--- config.mk ---
export PLATFORM = sky130hd
export DESIGN_NAME = coo_aggregate_flat
export DESIGN_NICKNAME = d
export VERILOG_FILES = /design/src/rtl/gcn_pkg.sv /design/src/rtl/coo_aggregate_if.sv /design/src/rtl/aggregate_row_adder.sv /design/src/rtl/coo_aggregate.sv /design/src/flat_wrapper.sv
export SDC_FILE = /design/constraint.sdc
export NUM_CORES = 1
export LEC_CHECK = 0
export CAP_MARGIN = 10
export CORE_MARGIN = 2
export CORE_UTILIZATION = 40
export DETAILED_ROUTE_END_ITERATION = 16
export GPL_TIMING_DRIVEN = 1
export HOLD_SLACK_MARGIN = 0.1
export RECOVER_POWER = 25
export SYNTH_ARGS = -nofsm -noshare
export SYNTH_HDL_FRONTEND = slang
export SYNTH_SLANG_ARGS = --single-unit
export TNS_END_PERCENT = 30
--- constraint.sdc ---
create_clock -name clk -period 4.3 [get_ports clk]
set_input_delay 0.86 -clock clk [delete_from_list [all_inputs] [get_ports clk]]
set_output_delay 0.86 -clock clk [all_outputs]
set_load 0.01 [all_outputs]
--- src/rtl/gcn_pkg.sv ---
// Shared widths, types and FSM encoding for the GCN aggregation datapath.
package gcn_pkg;
  localparam int DOT_PROD_WIDTH = 16;
  localparam int FM_WM_COLS     = 3;
  localparam int FM_WM_ROWS     = 6;
  localparam int NUM_OF_EDGES   = 6;
  localparam int FM_WM_WIDTH    = $clog2(FM_WM_ROWS);
  localparam int COO_ADDR_WIDTH = $clog2(NUM_OF_EDGES);

  typedef logic [DOT_PROD_WIDTH-1:0] elem_t;
  typedef elem_t [0:FM_WM_COLS-1]    row_t;
  typedef logic [FM_WM_WIDTH-1:0]    node_idx_t;
  typedef logic [COO_ADDR_WIDTH-1:0] coo_addr_t;
  typedef node_idx_t [0:1]           edge_t;

  typedef enum logic [2:0] {
    IDLE   = 3'd0,
    INIT   = 3'd1,
    EDGE_A = 3'd2,
    EDGE_B = 3'd3,
    DONE   = 3'd4
  } agg_state_t;

  localparam node_idx_t LAST_NODE = node_idx_t'(FM_WM_ROWS - 1);
  localparam coo_addr_t LAST_EDGE = coo_addr_t'(NUM_OF_EDGES - 1);

  // Node indices past the last row mark an edge that must be skipped.
  function automatic logic node_ok(input node_idx_t n);
    return n <= LAST_NODE;
  endfunction
endpackage

--- src/rtl/coo_aggregate_if.sv ---
// Memory read ports, run handshake and result read port of the aggregation stage.
interface coo_aggregate_if;
  import gcn_pkg::*;

  logic      start;
  coo_addr_t coo_address;
  edge_t     coo_in;
  node_idx_t fm_wm_row_address;
  row_t      fm_wm_row_in;
  node_idx_t fm_wm_adj_row;
  row_t      fm_wm_adj_out;
  logic      done;

  modport master (
    output start, coo_in, fm_wm_row_in, fm_wm_adj_row,
    input  coo_address, fm_wm_row_address, fm_wm_adj_out, done
  );

  modport slave (
    input  start, coo_in, fm_wm_row_in, fm_wm_adj_row,
    output coo_address, fm_wm_row_address, fm_wm_adj_out, done
  );
endinterface

--- src/rtl/aggregate_row_adder.sv ---
// Column-wise wrapping add of an FM*WM row onto an accumulator row; disabled passes the accumulator through.
module aggregate_row_adder
  import gcn_pkg::*;
(
  input  row_t a,
  input  row_t b,
  input  logic en,
  output row_t sum
);
  always_comb begin
    sum = a;
    if (en) begin
      for (int c = 0; c < FM_WM_COLS; c++) begin
        sum[c] = a[c] + b[c];
      end
    end
  end
endmodule

--- src/rtl/coo_aggregate.sv ---
// Builds (A+I)*(FM*WM): seeds each node with its own row, then adds neighbour rows over the COO edge list.
//
// state  | meaning
// IDLE   | waiting for start; accumulators untouched
// INIT   | copy FM*WM row row_cnt into acc[row_cnt]
// EDGE_A | acc[dst] += row[src] for edge coo_address
// EDGE_B | acc[src] += row[dst], then advance edge or finish
// DONE   | result frozen; done asserted while start stays high
module coo_aggregate
  import gcn_pkg::*;
(
  input logic            clk,
  input logic            reset,
  coo_aggregate_if.slave bus
);
  agg_state_t state;
  node_idx_t  row_cnt;
  coo_addr_t  coo_addr_q;
  logic       done_q;
  row_t       acc [FM_WM_ROWS];

  node_idx_t  src;
  node_idx_t  dst;
  node_idx_t  target;
  logic       edge_ok;
  logic       acc_en;
  row_t       acc_cur;
  row_t       acc_sum;

  assign src             = bus.coo_in[0];
  assign dst             = bus.coo_in[1];
  assign edge_ok         = node_ok(src) && node_ok(dst);
  assign bus.coo_address = coo_addr_q;
  assign bus.done        = done_q;

  always_comb begin
    bus.fm_wm_row_address = '0;
    target                = dst;
    case (state)
      INIT:    bus.fm_wm_row_address = row_cnt;
      EDGE_A: begin
        bus.fm_wm_row_address = src;
        target                = dst;
      end
      EDGE_B: begin
        bus.fm_wm_row_address = dst;
        target                = src;
      end
      default: bus.fm_wm_row_address = '0;
    endcase
  end

  assign acc_en  = ((state == EDGE_A) || (state == EDGE_B)) && edge_ok;
  assign acc_cur = node_ok(target) ? acc[target] : '0;

  aggregate_row_adder u_adder (
    .a   (acc_cur),
    .b   (bus.fm_wm_row_in),
    .en  (acc_en),
    .sum (acc_sum)
  );

  assign bus.fm_wm_adj_out = node_ok(bus.fm_wm_adj_row) ? acc[bus.fm_wm_adj_row] : '0;

  // done lags entry into DONE by one cycle so it rises FM_WM_ROWS + 2*NUM_OF_EDGES + 1 edges after start.
  always_ff @(posedge clk) begin
    if (!reset) begin
      state      <= IDLE;
      row_cnt    <= '0;
      coo_addr_q <= '0;
      done_q     <= 1'b0;
      for (int r = 0; r < FM_WM_ROWS; r++) begin
        acc[r] <= '0;
      end
    end else begin
      done_q <= 1'b0;
      case (state)
        IDLE: begin
          if (bus.start) begin
            state      <= INIT;
            row_cnt    <= '0;
            coo_addr_q <= '0;
          end
        end
        INIT: begin
          if (!bus.start) begin
            state <= IDLE;
          end else begin
            acc[row_cnt] <= bus.fm_wm_row_in;
            if (row_cnt == LAST_NODE) begin
              state <= EDGE_A;
            end else begin
              row_cnt <= row_cnt + 1'b1;
            end
          end
        end
        EDGE_A: begin
          if (!bus.start) begin
            state <= IDLE;
          end else begin
            if (acc_en) begin
              acc[target] <= acc_sum;
            end
            state <= EDGE_B;
          end
        end
        EDGE_B: begin
          if (!bus.start) begin
            state <= IDLE;
          end else begin
            if (acc_en) begin
              acc[target] <= acc_sum;
            end
            if (coo_addr_q == LAST_EDGE) begin
              state <= DONE;
            end else begin
              coo_addr_q <= coo_addr_q + 1'b1;
              state      <= EDGE_A;
            end
          end
        end
        DONE: begin
          if (!bus.start) begin
            state <= IDLE;
          end else begin
            done_q <= 1'b1;
          end
        end
        default: state <= IDLE;
      endcase
    end
  end
endmodule

--- src/flat_wrapper.sv ---
// flat-port wrapper written by rule: the top's interface ports become plain ports
module coo_aggregate_flat import gcn_pkg::*;
  (clk, reset, bus_start, bus_coo_in, bus_fm_wm_row_in, bus_fm_wm_adj_row, bus_coo_address, bus_fm_wm_row_address, bus_fm_wm_adj_out, bus_done);
  coo_aggregate_if bus_i ();
  input logic clk;
  input logic reset;
  input wire logic [$bits(bus_i.start)-1:0] bus_start;
  input wire logic [$bits(bus_i.coo_in)-1:0] bus_coo_in;
  input wire logic [$bits(bus_i.fm_wm_row_in)-1:0] bus_fm_wm_row_in;
  input wire logic [$bits(bus_i.fm_wm_adj_row)-1:0] bus_fm_wm_adj_row;
  output wire logic [$bits(bus_i.coo_address)-1:0] bus_coo_address;
  output wire logic [$bits(bus_i.fm_wm_row_address)-1:0] bus_fm_wm_row_address;
  output wire logic [$bits(bus_i.fm_wm_adj_out)-1:0] bus_fm_wm_adj_out;
  output wire logic [$bits(bus_i.done)-1:0] bus_done;
  assign bus_i.start = bus_start;
  assign bus_i.coo_in = bus_coo_in;
  assign bus_i.fm_wm_row_in = bus_fm_wm_row_in;
  assign bus_i.fm_wm_adj_row = bus_fm_wm_adj_row;
  assign bus_coo_address = bus_i.coo_address;
  assign bus_fm_wm_row_address = bus_i.fm_wm_row_address;
  assign bus_fm_wm_adj_out = bus_i.fm_wm_adj_out;
  assign bus_done = bus_i.done;
  coo_aggregate u_core (.clk(clk), .reset(reset), .bus(bus_i));
endmodule
==> insert_results.sql, run 1 <==
INSERT INTO impl_metrics (metric_group, metric, value, unit) VALUES
('clock_tree', 'insertion_delay', '0.52', 'ns'),
('sta', 'slew_headroom', '0.0421', ''),
('cells_and_area', 'post_route_cells_drive_above_1_share', '0.175', ''),
('grt', 'grt_overflow', '0', ''),
('power_and_ir_drop', 'seqPwrFrac', '0.444', ''),
('synth', 'synth_async_sr_flop_share', '0', ''),
('cells_and_area', 'layout_common_cells', 'edfxtp_1, nor2_1, nand2_1', ''),
('critical_path', 'critical_path.max_stage_delay', '0.45', 'ns'),
('power_and_ir_drop', 'power_density', '339', 'mW/mm2'),
('clock_tree', 'worst_setup_hold_path_clk_slew', '0.06', 'ns'),
('critical_path', 'critical-path-slowest-cell', 'clkdlybuf4s50_1', ''),
('cells_and_area', 'num_antenna_cells', '0', ''),
('clock_tree', 'tritoncts_num_sinks', '298', ''),
('sta', 'fin_tns_setup', '0', 'ns'),
('critical_path', 'worstSetupStartpointType', 'primary input', ''),
('grt', 'number_of_global_route_vias_before_repair', '14900', ''),
('sta', 'final-hold-violation-count', '0', ''),
('cells_and_area', 'most_frequent_standard_cell_in_the_layout_excluding_fill_and_tap_cells', 'edfxtp_1', ''),
('sta', 'worstMarginPinSlew', '1.44', 'ns'),
('sta', 'timing.final.crit_share', '0.960', ''),
('floorplan', 'die_area', '0.0460', 'mm2'),
('placed_design', 'dp_cells', '2554', ''),
('route', 'detail_route.drc_violations', '0', ''),
('synth', 'synth_cell_type_count', '60', ''),
('synth', 'yosys_most_used_dff', 'edfxtp_1', ''),
('cells_and_area', 'final_net_count', '2118', ''),
('synth', 'synth-edff-count', '288', ''),
('critical_path', 'timing_worst_setup_path_type', 'in2reg', ''),
('cells_and_area', 'synthToLayoutAreaGrowth', '26.2', '%'),
('route', 'firstDrtPassIters', '6', ''),
('placed_design', 'detailedPlacementHpwl', '36.0', 'mm'),
('critical_path', 'critical_path.cell_chain', 'clkdlybuf4s50_1 -> mux2i_4 -> buf_4 -> nand2_2 -> buf_12 -> buf_12 -> buf_4 -> o22ai_1 -> ha_1 -> buf_4 -> a21oi_1 -> a21oi_1 -> a31oi_1 -> o31ai_1 -> buf_4 -> xnor2_2 -> nor3_1 -> a221oi_2 -> buf_4 -> nor2_1', ''),
('critical_path', 'biggest_fanout_along_the_worst_timing_path', '15', ''),
('cells_and_area', 'final_standard_cell_area_without_fillers', '0.0223', 'mm2'),
('cells_and_area', 'final_core_utilization', '0.509', ''),
('route', 'detail_route.vias_per_cell', '5.63', ''),
('floorplan', 'core_area', '0.0439', 'mm2'),
('critical_path', 'cp_num_buf_inv', '8', ''),
('floorplan', 'initial_utilization', '0.403', ''),
('grt', 'number_of_antenna_violations_at_the_first_check_in_global_routing', '0', ''),
('clock_tree', 'tritoncts_clock_tree', 'yes', ''),
('cells_and_area', 'finish.cell_count_without_fillers', '2620', ''),
('sta', 'slew_viol_final', '0', ''),
('synth', 'yosys_register_bits', '298', ''),
('grt', 'maximum_number_of_pins_on_one_net_before_global_route_repair', '49', ''),
('critical_path', 'cp_data_arrival_time', '4.38', 'ns'),
('floorplan', 'pin_count', '115', ''),
('sta', 'worst_clock_skew', '0.0147', 'ns'),
('outcome', 'result_of_the_run', 'finished clean', ''),
('placed_design', 'post_dp_cell_area', '0.0212', 'mm2'),
('critical_path', 'cpLargestDelayFamily', 'buffers and inverters', ''),
('critical_path', 'critical_path.endpoint_type', 'flop', ''),
('job', 'timing.max_cap.violations', '0', ''),
('cells_and_area', 'num-fill-cells', '4094', ''),
('sta', 'achievable-frequency', '242', 'MHz'),
('clock_tree', 'cts.hold.buffers_added', '0', ''),
('route', 'drt.antenna.violating_nets', '0', ''),
('critical_path', 'path_common_cell', 'buf_4', ''),
('clock_tree', 'cts_root_buf', 'clkbuf_16', ''),
('route', 'wirelength', '56.2', 'mm'),
('synth', 'synthesis.area_per_instance', '10.1', 'um2'),
('sta', 'period_needed', '4.13', 'ns'),
('synth', 'synth_warnings', '0', ''),
('synth', 'ys_seq_area_frac', '0.500', ''),
('route', 'post_drt_wl_per_cell', '21.4', 'um'),
('power_and_ir_drop', 'vdd_drop_max', '0.000268', 'V'),
('grt', 'grt_first_pass_wirelength', '85.3', 'mm'),
('synth', 'synth_cell_area', '0.0177', 'mm2'),
('synth', 'syn_nets', '1858', ''),
('route', 'drtIter0Drc', '1285', ''),
('placed_design', 'count_of_port_buffers_added_during_placement', '114', '');
[cell type report]
type | count | area (um2) | share of cell area
flip-flops and latches | 298 | 8850 | 0.396
clock inverters | 14 | 138 | 0.00616
multi-input cells | 1221 | 8140 | 0.364
repair buffers | 338 | 3140 | 0.141
well taps | 592 | 741 | 0.0332
inverters | 113 | 424 | 0.0190
clock buffers | 44 | 910 | 0.0407
[per-stage QoR]
| stage | hold slack [ns] | power [mW] |
|---|---|---|
| finish | 0.546 | 7.57 |
| global route | 0.567 | 7.85 |
| floorplan | 0.494 | 4.16 |
| detailed placement | 0.535 | 4.78 |
| CTS | 0.546 | 7.58 |
| global placement | 0.539 | 4.76 |
[flip-flops by register name, indices dropped and copies added (netlist names)]
register and flops:
u_core.acc 288, u_core.bus.coo_address 3, u_core.bus.done 1, u_core.row_cnt 3, u_core.state 3
[synth_stat cells (all sizes together), types with 4 or more instances]
master	instances	area, um2
a211oi	10	75.1
a21boi	4	30.0
a21o	6	45.0
a21oi	39	203
a22oi	36	270
a31oi	8	50.1
and2	5	31.3
and3	4	25.0
and3b	7	61.3
buf	30	148
clkbuf	84	315
dfxtp	10	200
edfxtp	288	8650
ha	49	613
inv	113	424
mux2	5	63.8
mux2i	101	1010
mux4	49	1100
nand2	249	935
nand2b	10	62.6
nand3	58	290
nand3b	4	30.0
nand4	4	25.0
nor2	272	1020
nor2b	21	131
nor3	7	35.0
o211ai	9	67.6
o21a	10	75.1
o21ai	73	365
o22ai	95	594
or2	4	25.0
or3	9	56.3
or4	4	30.0
xnor2	22	193
xor2	14	123
[power by group through the flow]
| stage | Sequential (mW) | Combinational, mW | Clock (mW) |
|---|---|---|---|
| 6_report | 3.36 | 1.40 | 2.81 |
| 5_1_grt | 3.37 | 1.51 | 2.96 |
| 4_1_cts | 3.36 | 1.38 | 2.85 |
| 3_5_place_dp | 3.42 | 1.37 | 0 |
| 3_3_place_gp | 3.41 | 1.35 | 0 |
| 2_1_floorplan | 3.40 | 0.759 | 0 |
[worst reg2reg max path, cell delays in order, from the launching register on]
cell	delay [ns]
dfxtp_1	0.30
and3b_1	0.25
buf_12	0.15
mux2_8	0.45
buf_6	0.25
nand2_1	0.10
nand2_1	0.05
o21ai_1	0.19
o22ai_1	0.12
ha_1	0.32
buf_4	0.17
a21oi_1	0.14
a21oi_1	0.09
a31oi_1	0.27
o31ai_1	0.12
buf_4	0.16
xnor2_2	0.16
nor3_1	0.08
a221oi_2	0.22
buf_4	0.19
nor2_1	0.05
[layer usage]
metal / track usage / share of wire
met1: 0.309 / 0.41
met2: 0.408 / 0.48
met3: 0.0302 / 0.071
met4: 0.0912 / 0.035
met5: 0 / 0
[what timing repair did]
item	in CTS	in global routing
cloned	0	3
gates resized for setup	1	40
pin swaps	0	20
setup buffers	0	5
endpoints found under the setup margin	1	105
endpoints found under the hold margin	0	0
[final timing paths]
check / end / startpoint / depth (start not counted) / slack [ns]
max: u_core.acc[3][31]$_SDFFCE_PN0P_ / bus_coo_in[1] / 20 / 0.17
min: u_core.state[2]$_SDFFE_PN0P_ / u_core.bus.coo_address[2]$_SDFFE_PN0P_ / 2 / 0.55
max reg2reg: u_core.acc[3][31]$_SDFFCE_PN0P_ / u_core.state[2]$_SDFFE_PN0P_ / 20 / 0.21
min reg2reg: u_core.state[2]$_SDFFE_PN0P_ / u_core.bus.coo_address[2]$_SDFFE_PN0P_ / 2 / 0.55
[cell families (layout without fill, tap and decap cells)]
kind of cell | count (synthesis) | in the layout | share of synthesized area
AO/OA/AOI/OAI | 316 | 316 | 0.114
XOR/XNOR | 36 | 36 | 0.0178
AND/OR/NAND/NOR | 662 | 662 | 0.157
adder cells (fa/ha/maj) | 52 | 52 | 0.0380
buffers and inverters | 227 | 509 | 0.0501
flip-flops | 298 | 298 | 0.500
multiplexers | 155 | 155 | 0.123
(Power assumes the default switching activity.)
==> run 2: changes to the inputs <==
Settings changed: CORE_UTILIZATION 40 to 50, PLACE_DENSITY from default to 0.72.
==> run 2 against run 1 <==
The flow now finishes with violations (capacitance limit, slew limit); die area fell by 20%; non-clock buffer count is 25 lower; count of clock-buffer cells in the layout fell by 1; via count rose by 1.9%; sequential power about the same; critical path type unchanged; first-iteration DRC count grew 17%.
==> insert_results.sql, run 2 (synthesis results as in run 1) <==
INSERT INTO impl_metrics (metric_group, metric, value, unit) VALUES
('cells_and_area', 'post_route_cells_drive_above_1_share', '0.170', ''),
('clock_tree', 'h-tree-depth', '2', ''),
('sta', 'period_needed', '4.16', 'ns'),
('route', 'post_drt_wl_per_cell', '22.1', 'um'),
('floorplan', 'core_area', '0.0347', 'mm2'),
('floorplan', 'number_of_core_rows', '68', ''),
('critical_path', 'worst-r2r-cell-count', '21', ''),
('sta', 'hold_ws', '0.547', 'ns'),
('route', 'routed_length_on_met3', '4.93', 'mm'),
('clock_tree', 'insertion_delay', '0.51', 'ns'),
('placed_design', 'pre_cts_slack', '-0.705', 'ns'),
('job', 'timing.max_cap.violations', '1', ''),
('power_and_ir_drop', 'power_density', '350', 'mW/mm2'),
('sta', 'achievable-frequency', '240', 'MHz'),
('clock_tree', 'cts-buffers-inserted', '34', ''),
('route', 'dr_wl_met2', '25.9', 'mm'),
('cells_and_area', 'number_of_flip_flops_in_the_largest_register', '288', ''),
('floorplan', 'die_w', '192', 'um'),
('floorplan', 'die_h', '192', 'um'),
('grt', 'grt_util_all_layers', '0.294', ''),
('grt', 'number_of_antenna_violations_at_the_first_check_in_global_routing', '0', ''),
('sta', 'slew_headroom', '-0.00904', ''),
('worst_hold_path', 'hold_class', 'reg2reg', ''),
('cells_and_area', 'final_net_count', '2095', ''),
('route', 'detail_route.drc_violations', '0', ''),
('power_and_ir_drop', 'clock_power_share', '0.387', ''),
('route', 'wirelength', '54.3', 'mm'),
('critical_path', 'worstSetupStartpointType', 'primary input', ''),
('route', 'wl_met1', '21.0', 'mm'),
('placed_design', 'routabilityCongestion', '0.897', ''),
('critical_path', 'critical-path-slowest-cell', 'clkdlybuf4s50_1', ''),
('floorplan', 'initial_utilization', '0.510', ''),
('sta', 'final-hold-violation-count', '0', ''),
('power_and_ir_drop', 'seqPwrFrac', '0.436', ''),
('cells_and_area', 'synthToLayoutAreaGrowth', '24.5', '%'),
('route', 'firstDrtPassIters', '5', ''),
('outcome', 'result_of_the_run', 'complete, but fails checks', ''),
('cells_and_area', 'num-fill-cells', '2736', ''),
('placed_design', 'count_of_port_buffers_added_during_placement', '114', ''),
('critical_path', 'r2r-start', 'u_core.state[2]$_SDFFE_PN0P_', ''),
('grt', 'grt_first_pass_wirelength', '82.5', 'mm'),
('power_and_ir_drop', 'power.internal', '5.79', 'mW'),
('route', 'drtIter0Drc', '1507', ''),
('outcome', 'violations', 'capacitance limit, slew limit', ''),
('placed_design', 'detailedPlacementHpwl', '33.9', 'mm'),
('power_and_ir_drop', 'power.leakage', '8.87', 'nW'),
('critical_path', 'timing_worst_setup_path_type', 'in2reg', ''),
('critical_path', 'cpLargestDelayFamily', 'compound AO/OA/AOI/OAI gates', ''),
('critical_path', 'cp_num_buf_inv', '6', ''),
('critical_path', 'last_element_of_the_critical_path', 'u_core.acc[3][15]$_SDFFCE_PN0P_', ''),
('cells_and_area', 'layout_common_cells', 'edfxtp_1, nor2_1, nand2_1', ''),
('clock_tree', 'worst_setup_hold_path_clk_slew', '0.06', 'ns'),
('placed_design', 'post_dp_cell_area', '0.0208', 'mm2'),
('clock_tree', 'cts_root_buf', 'clkbuf_16', ''),
('sta', 'worstMarginPinSlew', '1.51', 'ns'),
('critical_path', 'worst_setup_startpoint', 'bus_coo_in[4]', ''),
('route', 'drt.antenna.violating_nets', '0', ''),
('power_and_ir_drop', 'power_frac_comb', '0.177', ''),
('cells_and_area', 'multi_input_area', '0.00814', 'mm2'),
('clock_tree', 'tritoncts_num_sinks', '298', ''),
('power_and_ir_drop', 'pwr_total', '7.72', 'mW'),
('clock_tree', 'clock_buffer_depth', '3', ''),
('sta', 'slew_viol_final', '12', ''),
('clock_tree', 'tritoncts_clock_tree', 'yes', ''),
('grt', 'maximum_number_of_pins_on_one_net_before_global_route_repair', '49', ''),
('critical_path', 'worst-path-stages', '18', ''),
('critical_path', 'timing.rr.end', 'u_core.acc[5][47]$_DFFE_PP_', ''),
('cells_and_area', 'final_core_utilization', '0.635', ''),
('sta', 'final.setup.worst_slack', '0.139', 'ns'),
('critical_path', 'biggest_fanout_along_the_worst_timing_path', '12', ''),
('sta', 'setup_viols_final', '0', ''),
('route', 'detail_route.vias_per_cell', '6.11', ''),
('cells_and_area', 'largest_register', 'u_core.acc', ''),
('cells_and_area', 'layout.area.seq', '0.00885', 'mm2'),
('floorplan', 'die_area', '0.0369', 'mm2'),
('critical_path', 'critical_path.max_stage_delay', '0.52', 'ns'),
('power_and_ir_drop', 'vdd_drop_max', '0.000325', 'V'),
('critical_path', 'critical_path.cell_chain', 'clkdlybuf4s50_1 -> mux2i_4 -> buf_12 -> buf_12 -> buf_4 -> a211oi_1 -> o32a_1 -> inv_1 -> ha_1 -> a211oi_2 -> o211ai_1 -> o211ai_1 -> buf_4 -> a31oi_2 -> xor2_1 -> a21o_1 -> a21oi_4 -> nor2_1', ''),
('sta', 'timing.final.crit_share', '0.968', ''),
('critical_path', 'crit_required', '4.53', 'ns'),
('route', 'top_signal_layer_used', 'met4', ''),
('grt', 'number_of_global_route_vias_before_repair', '15300', ''),
('power_and_ir_drop', 'switching_share', '0.250', ''),
('sta', 'worst_clock_skew', '0.0119', 'ns'),
('route', 'vias', '15000', ''),
('grt', 'grt_overflow', '0', ''),
('clock_tree', 'cts.hold.buffers_added', '0', ''),
('floorplan', 'pin_count', '115', ''),
('critical_path', 'reg2reg_setup_slack', '0.17', 'ns'),
('cells_and_area', 'final_standard_cell_area_without_fillers', '0.0220', 'mm2'),
('critical_path', 'critical_path.endpoint_type', 'flop', ''),
('cells_and_area', 'num_antenna_cells', '0', ''),
('power_and_ir_drop', 'switching_power', '1.93', 'mW'),
('cells_and_area', 'most_frequent_standard_cell_in_the_layout_excluding_fill_and_tap_cells', 'edfxtp_1', ''),
('critical_path', 'cp_data_arrival_time', '4.39', 'ns');
==> run 2: cell types whose count changed in the layout (fill, tap and decap cells not counted), sizes merged <==
| cell | change |
|---|---|
| clkinv | +2 |
| bufinv | +2 |
| dlymetal6s2s | -1 |
| clkdlybuf4s50 | -1 |
| clkbuf | -8 |
| buf | -16 |
| inv | -1 |
| mux2 | +2 |
==> run 2: power groups by stage <==
stage / combinational [mW] / sequential (mW) / clock [mW]
finish: 1.37 / 3.36 / 2.99
global route: 1.47 / 3.37 / 3.14
CTS: 1.34 / 3.36 / 3.01
detailed placement: 1.32 / 3.42 / 0
global placement: 1.30 / 3.41 / 0
floorplan: 0.759 / 3.40 / 0
==> run 2: per-layer routing <==
layer / vias to the layer above / track usage
met5: - / 0
met4: 0 / 0.140
met3: 164 / 0.0358
met2: 764 / 0.499
met1: 7335 / 0.374
li1: 6770 / -
==> run 2: through the flow <==
step / std cells / setup TNS (ns)
after global routing: 2462 / -0.195
after global placement: 2395 / -53.57
final: 2462 / 0
after detailed placement: 2395 / -69.92
after CTS: 2457 / 0
after floorplan: 1746 / 0
==> run 2: what timing repair did <==
item,in CTS,in global routing
cloned,1,1
setup buffers,1,4
gates resized for setup,8,33
endpoints found under the setup margin,53,127
pin swaps,0,12
==> run 2: cell type report <==
type	count	area share
flip-flops and latches	298	0.401
clock inverters	17	0.00925
repair buffers	313	0.132
multi-input cells	1223	0.370
well taps	455	0.0258
inverters	113	0.0192
clock buffers	43	0.0430
==> run 2: worst min-delay path by stage <==
stage | start | endpoint | slack (ns) | cells past startpoint
after floorplan | u_core.row_cnt[1]$_SDFFE_PN0P_ | u_core.row_cnt[1]$_SDFFE_PN0P_ | 0.49 | 2
after global placement | u_core.bus.coo_address[2]$_SDFFE_PN0P_ | u_core.state[2]$_SDFFE_PN0P_ | 0.53 | 2
after detailed placement | u_core.bus.coo_address[2]$_SDFFE_PN0P_ | u_core.state[2]$_SDFFE_PN0P_ | 0.54 | 2
after CTS | u_core.row_cnt[1]$_SDFFE_PN0P_ | u_core.row_cnt[1]$_SDFFE_PN0P_ | 0.55 | 2
after global routing | u_core.bus.coo_address[1]$_SDFFE_PN0P_ | u_core.bus.coo_address[1]$_SDFFE_PN0P_ | 0.60 | 2
final | u_core.bus.coo_address[2]$_SDFFE_PN0P_ | u_core.state[2]$_SDFFE_PN0P_ | 0.55 | 2
==> run 2: worst reg2reg max path: cells and delay by family (launching register included) <==
| kind | cells | cell delay, ns |
|---|---|---|
| buffers and inverters | 7 | 1.01 |
| multiplexers | 1 | 0.27 |
| flip-flops | 1 | 0.31 |
| AND/OR/NAND/NOR | 4 | 0.50 |
| XOR/XNOR | 1 | 0.17 |
| AO/OA/AOI/OAI | 7 | 1.34 |
| adder cells (fa/ha/maj) | 1 | 0.28 |
==> run 3: changes to the inputs <==
Settings changed: CORE_UTILIZATION 50 to 30, PLACE_DENSITY 0.72 to default.
==> run 3 against run 2 <==
The run now ends clean; largest power group unchanged; worst hold slack worse by 0.0027 ns; non-clock buffer count up 16; final area up 1.5%; setup slack better by 0.034 ns; total power down 0.33%; via count down 1.1%; clock skew up 0.0078 ns; first-iteration DRC count up 4.8%; register-to-register slack better by 0.03 ns; sequential cell count unchanged.
==> insert_results.sql, run 3 (synthesis results as in run 1) <==
INSERT INTO impl_metrics (metric_group, metric, value, unit) VALUES
('power_and_ir_drop', 'power.leakage', '8.87', 'nW'),
('sta', 'worst_clock_skew', '0.0197', 'ns'),
('sta', 'final-hold-violation-count', '0', ''),
('sta', 'setup_viols_final', '0', ''),
('placed_design', 'pre_cts_slack', '-0.545', 'ns'),
('grt', 'number_of_antenna_violations_at_the_first_check_in_global_routing', '1', ''),
('grt', 'grt_first_pass_wirelength', '89.1', 'mm'),
('route', 'drt.antenna.violating_nets', '0', ''),
('grt', 'number_of_global_route_vias_before_repair', '15200', ''),
('route', 'post_drt_wl_per_cell', '21.1', 'um'),
('critical_path', 'timing.rr.end', 'u_core.acc[3][31]$_SDFFCE_PN0P_', ''),
('sta', 'worstMarginPinSlew', '0.889', 'ns'),
('critical_path', 'worst-r2r-cell-count', '20', ''),
('critical_path', 'worst_setup_startpoint', 'bus_coo_in[2]', ''),
('sta', 'final.setup.worst_slack', '0.173', 'ns'),
('cells_and_area', 'synthToLayoutAreaGrowth', '26.3', '%'),
('placed_design', 'count_of_port_buffers_added_during_placement', '114', ''),
('route', 'vias', '14900', ''),
('floorplan', 'die_h', '247', 'um'),
('clock_tree', 'cts_root_buf', 'clkbuf_16', ''),
('route', 'drtIter0Drc', '1580', ''),
('job', 'timing.max_cap.violations', '0', ''),
('critical_path', 'critical-path-slowest-cell', 'clkbuf_1', ''),
('critical_path', 'crit_required', '4.47', 'ns'),
('route', 'firstDrtPassIters', '6', ''),
('power_and_ir_drop', 'power_density', '344', 'mW/mm2'),
('critical_path', 'cpLargestDelayFamily', 'buffers and inverters', ''),
('cells_and_area', 'post_route_cells_drive_above_1_share', '0.168', ''),
('critical_path', 'reg2reg_setup_slack', '0.20', 'ns'),
('power_and_ir_drop', 'vdd_drop_max', '0.000227', 'V'),
('floorplan', 'number_of_core_rows', '89', ''),
('route', 'wirelength', '59.1', 'mm'),
('floorplan', 'die_w', '247', 'um'),
('sta', 'period_needed', '4.13', 'ns'),
('sta', 'hold_ws', '0.544', 'ns'),
('cells_and_area', 'final_net_count', '2112', ''),
('route', 'detail_route.vias_per_cell', '5.31', ''),
('placed_design', 'detailedPlacementHpwl', '38.5', 'mm'),
('cells_and_area', 'number_of_flip_flops_in_the_largest_register', '288', ''),
('clock_tree', 'cts-buffers-inserted', '36', ''),
('sta', 'slew_viol_final', '0', ''),
('critical_path', 'r2r-start', 'u_core.state[2]$_SDFFE_PN0P_', ''),
('cells_and_area', 'largest_register', 'u_core.acc', ''),
('worst_hold_path', 'worst_hold_path.num_cells', '2', ''),
('worst_hold_path', 'hold-path-endpoint', 'u_core.row_cnt[1]$_SDFFE_PN0P_', ''),
('critical_path', 'worstSetupStartpointType', 'primary input', ''),
('critical_path', 'critical_path.cell_chain', 'dlygate4sd3_1 -> clkbuf_1 -> a22oi_1 -> and3b_1 -> nand3_1 -> clkbuf_1 -> o22ai_1 -> nand3_1 -> nand2_1 -> clkbuf_1', ''),
('floorplan', 'core_area', '0.0587', 'mm2'),
('clock_tree', 'cts_setup_buffers', '0', ''),
('placed_design', 'routabilityCongestion', '0.881', ''),
('cells_and_area', 'finish.cell_count_without_fillers', '2797', ''),
('cells_and_area', 'num-fill-cells', '5722', ''),
('grt', 'grt_util_all_layers', '0.193', ''),
('placed_design', 'dp_cells', '2734', ''),
('critical_path', 'critical_path.max_stage_delay', '0.69', 'ns'),
('sta', 'slew_headroom', '0.407', ''),
('clock_tree', 'insertion_delay', '0.56', 'ns'),
('sta', 'achievable-frequency', '242', 'MHz'),
('critical_path', 'path_common_cell', 'clkbuf_1', ''),
('sta', 'timing.final.crit_share', '0.960', ''),
('outcome', 'result_of_the_run', 'finished clean', ''),
('grt', 'grt_overflow', '0', ''),
('worst_hold_path', 'min-delay-start', 'u_core.row_cnt[1]$_SDFFE_PN0P_', ''),
('critical_path', 'timing_worst_setup_path_type', 'in2reg', ''),
('route', 'detail_route.drc_violations', '0', ''),
('critical_path', 'cp_num_buf_inv', '4', ''),
('critical_path', 'biggest_fanout_along_the_worst_timing_path', '11', ''),
('cells_and_area', 'most_frequent_standard_cell_in_the_layout_excluding_fill_and_tap_cells', 'edfxtp_1', ''),
('floorplan', 'initial_utilization', '0.302', ''),
('cells_and_area', 'layout_common_cells', 'edfxtp_1, nor2_1, nand2_1', ''),
('clock_tree', 'tritoncts_num_sinks', '298', ''),
('worst_hold_path', 'hold_class', 'reg2reg', ''),
('floorplan', 'die_area', '0.0610', 'mm2'),
('clock_tree', 'worst_setup_hold_path_clk_slew', '0.06', 'ns'),
('cells_and_area', 'num_antenna_cells', '0', ''),
('clock_tree', 'clock_buffer_depth', '3', ''),
('critical_path', 'critical_path.endpoint_type', 'flop', ''),
('clock_tree', 'h-tree-depth', '2', ''),
('sta', 'fin_tns_setup', '0', 'ns'),
('critical_path', 'cp_data_arrival_time', '4.30', 'ns'),
('clock_tree', 'tritoncts_clock_tree', 'yes', ''),
('floorplan', 'pin_count', '115', ''),
('grt', 'maximum_number_of_pins_on_one_net_before_global_route_repair', '49', '');
-- run 3: worst max path at each step --
| stage | to | slack, ns | depth (start not counted) |
|---|---|---|---|
| floorplan | u_core.acc[0][44]$_SDFFCE_PN0P_ | 0.07 | 17 |
| global placement | u_core.acc[3][31]$_SDFFCE_PN0P_ | -0.46 | 18 |
| detailed placement | u_core.acc[2][45]$_SDFFCE_PN0P_ | -0.54 | 16 |
| CTS | u_core.acc[3][45]$_SDFFCE_PN0P_ | 0.02 | 16 |
| global route | u_core.acc[0][47]$_SDFFCE_PN0P_ | -0.02 | 18 |
| finish | u_core.acc[1][41]$_SDFFCE_PN0P_ | 0.17 | 10 |
-- run 3: final cells by class --
cell class | instances | area (um2) | share of cell area
clock buffer | 49 | 992 | 0.0443
clock inverter | 13 | 126 | 0.00565
inverter | 113 | 424 | 0.0190
multi-input combinational | 1222 | 8080 | 0.361
sequential | 298 | 8850 | 0.396
tap | 773 | 967 | 0.0432
timing repair buffer | 329 | 2930 | 0.131
-- run 3: metrics by stage --
| stage | utilization | total power, mW | area [um2] |
|---|---|---|---|
| after floorplan | - | 4.16 | 17700 |
| after global placement | 0.363 | 4.76 | 21300 |
| after CTS | 0.382 | 7.73 | 22400 |
| after global routing | 0.381 | 7.97 | 22400 |
| final | 0.381 | 7.70 | 22400 |
| after detailed placement | 0.363 | 4.79 | 21300 |
-- run 3: worst min-delay path, delay by kind of cell, from the launching register on --
kind	cells	cell delay [ns]
DFF	1	0.36
AOI/OAI and AO/OA	1	0.06
and+or+nand+nor	1	0.07
-- run 3: timing repair --
action                     CTS  global route
hold buffers                 0             0
resized for setup            0            12
setup endpoints to repair    0           118
-- run 3: metal layers --
layer | track usage | part of all wire | vias to the layer above
met1 | 0.250 | 0.42 | 7362
met2 | 0.330 | 0.49 | 586
met3 | 0.0313 | 0.071 | 110
met4 | 0.0560 | 0.025 | 2
li1 | - | - | 6805
met5 | 0 | 0.00012 | -
-- run 3: power by group --
group | internal, mW | switching [mW]
logic | 0.627 | 0.747
clock network | 1.74 | 1.23
registers | 3.30 | 0.0605
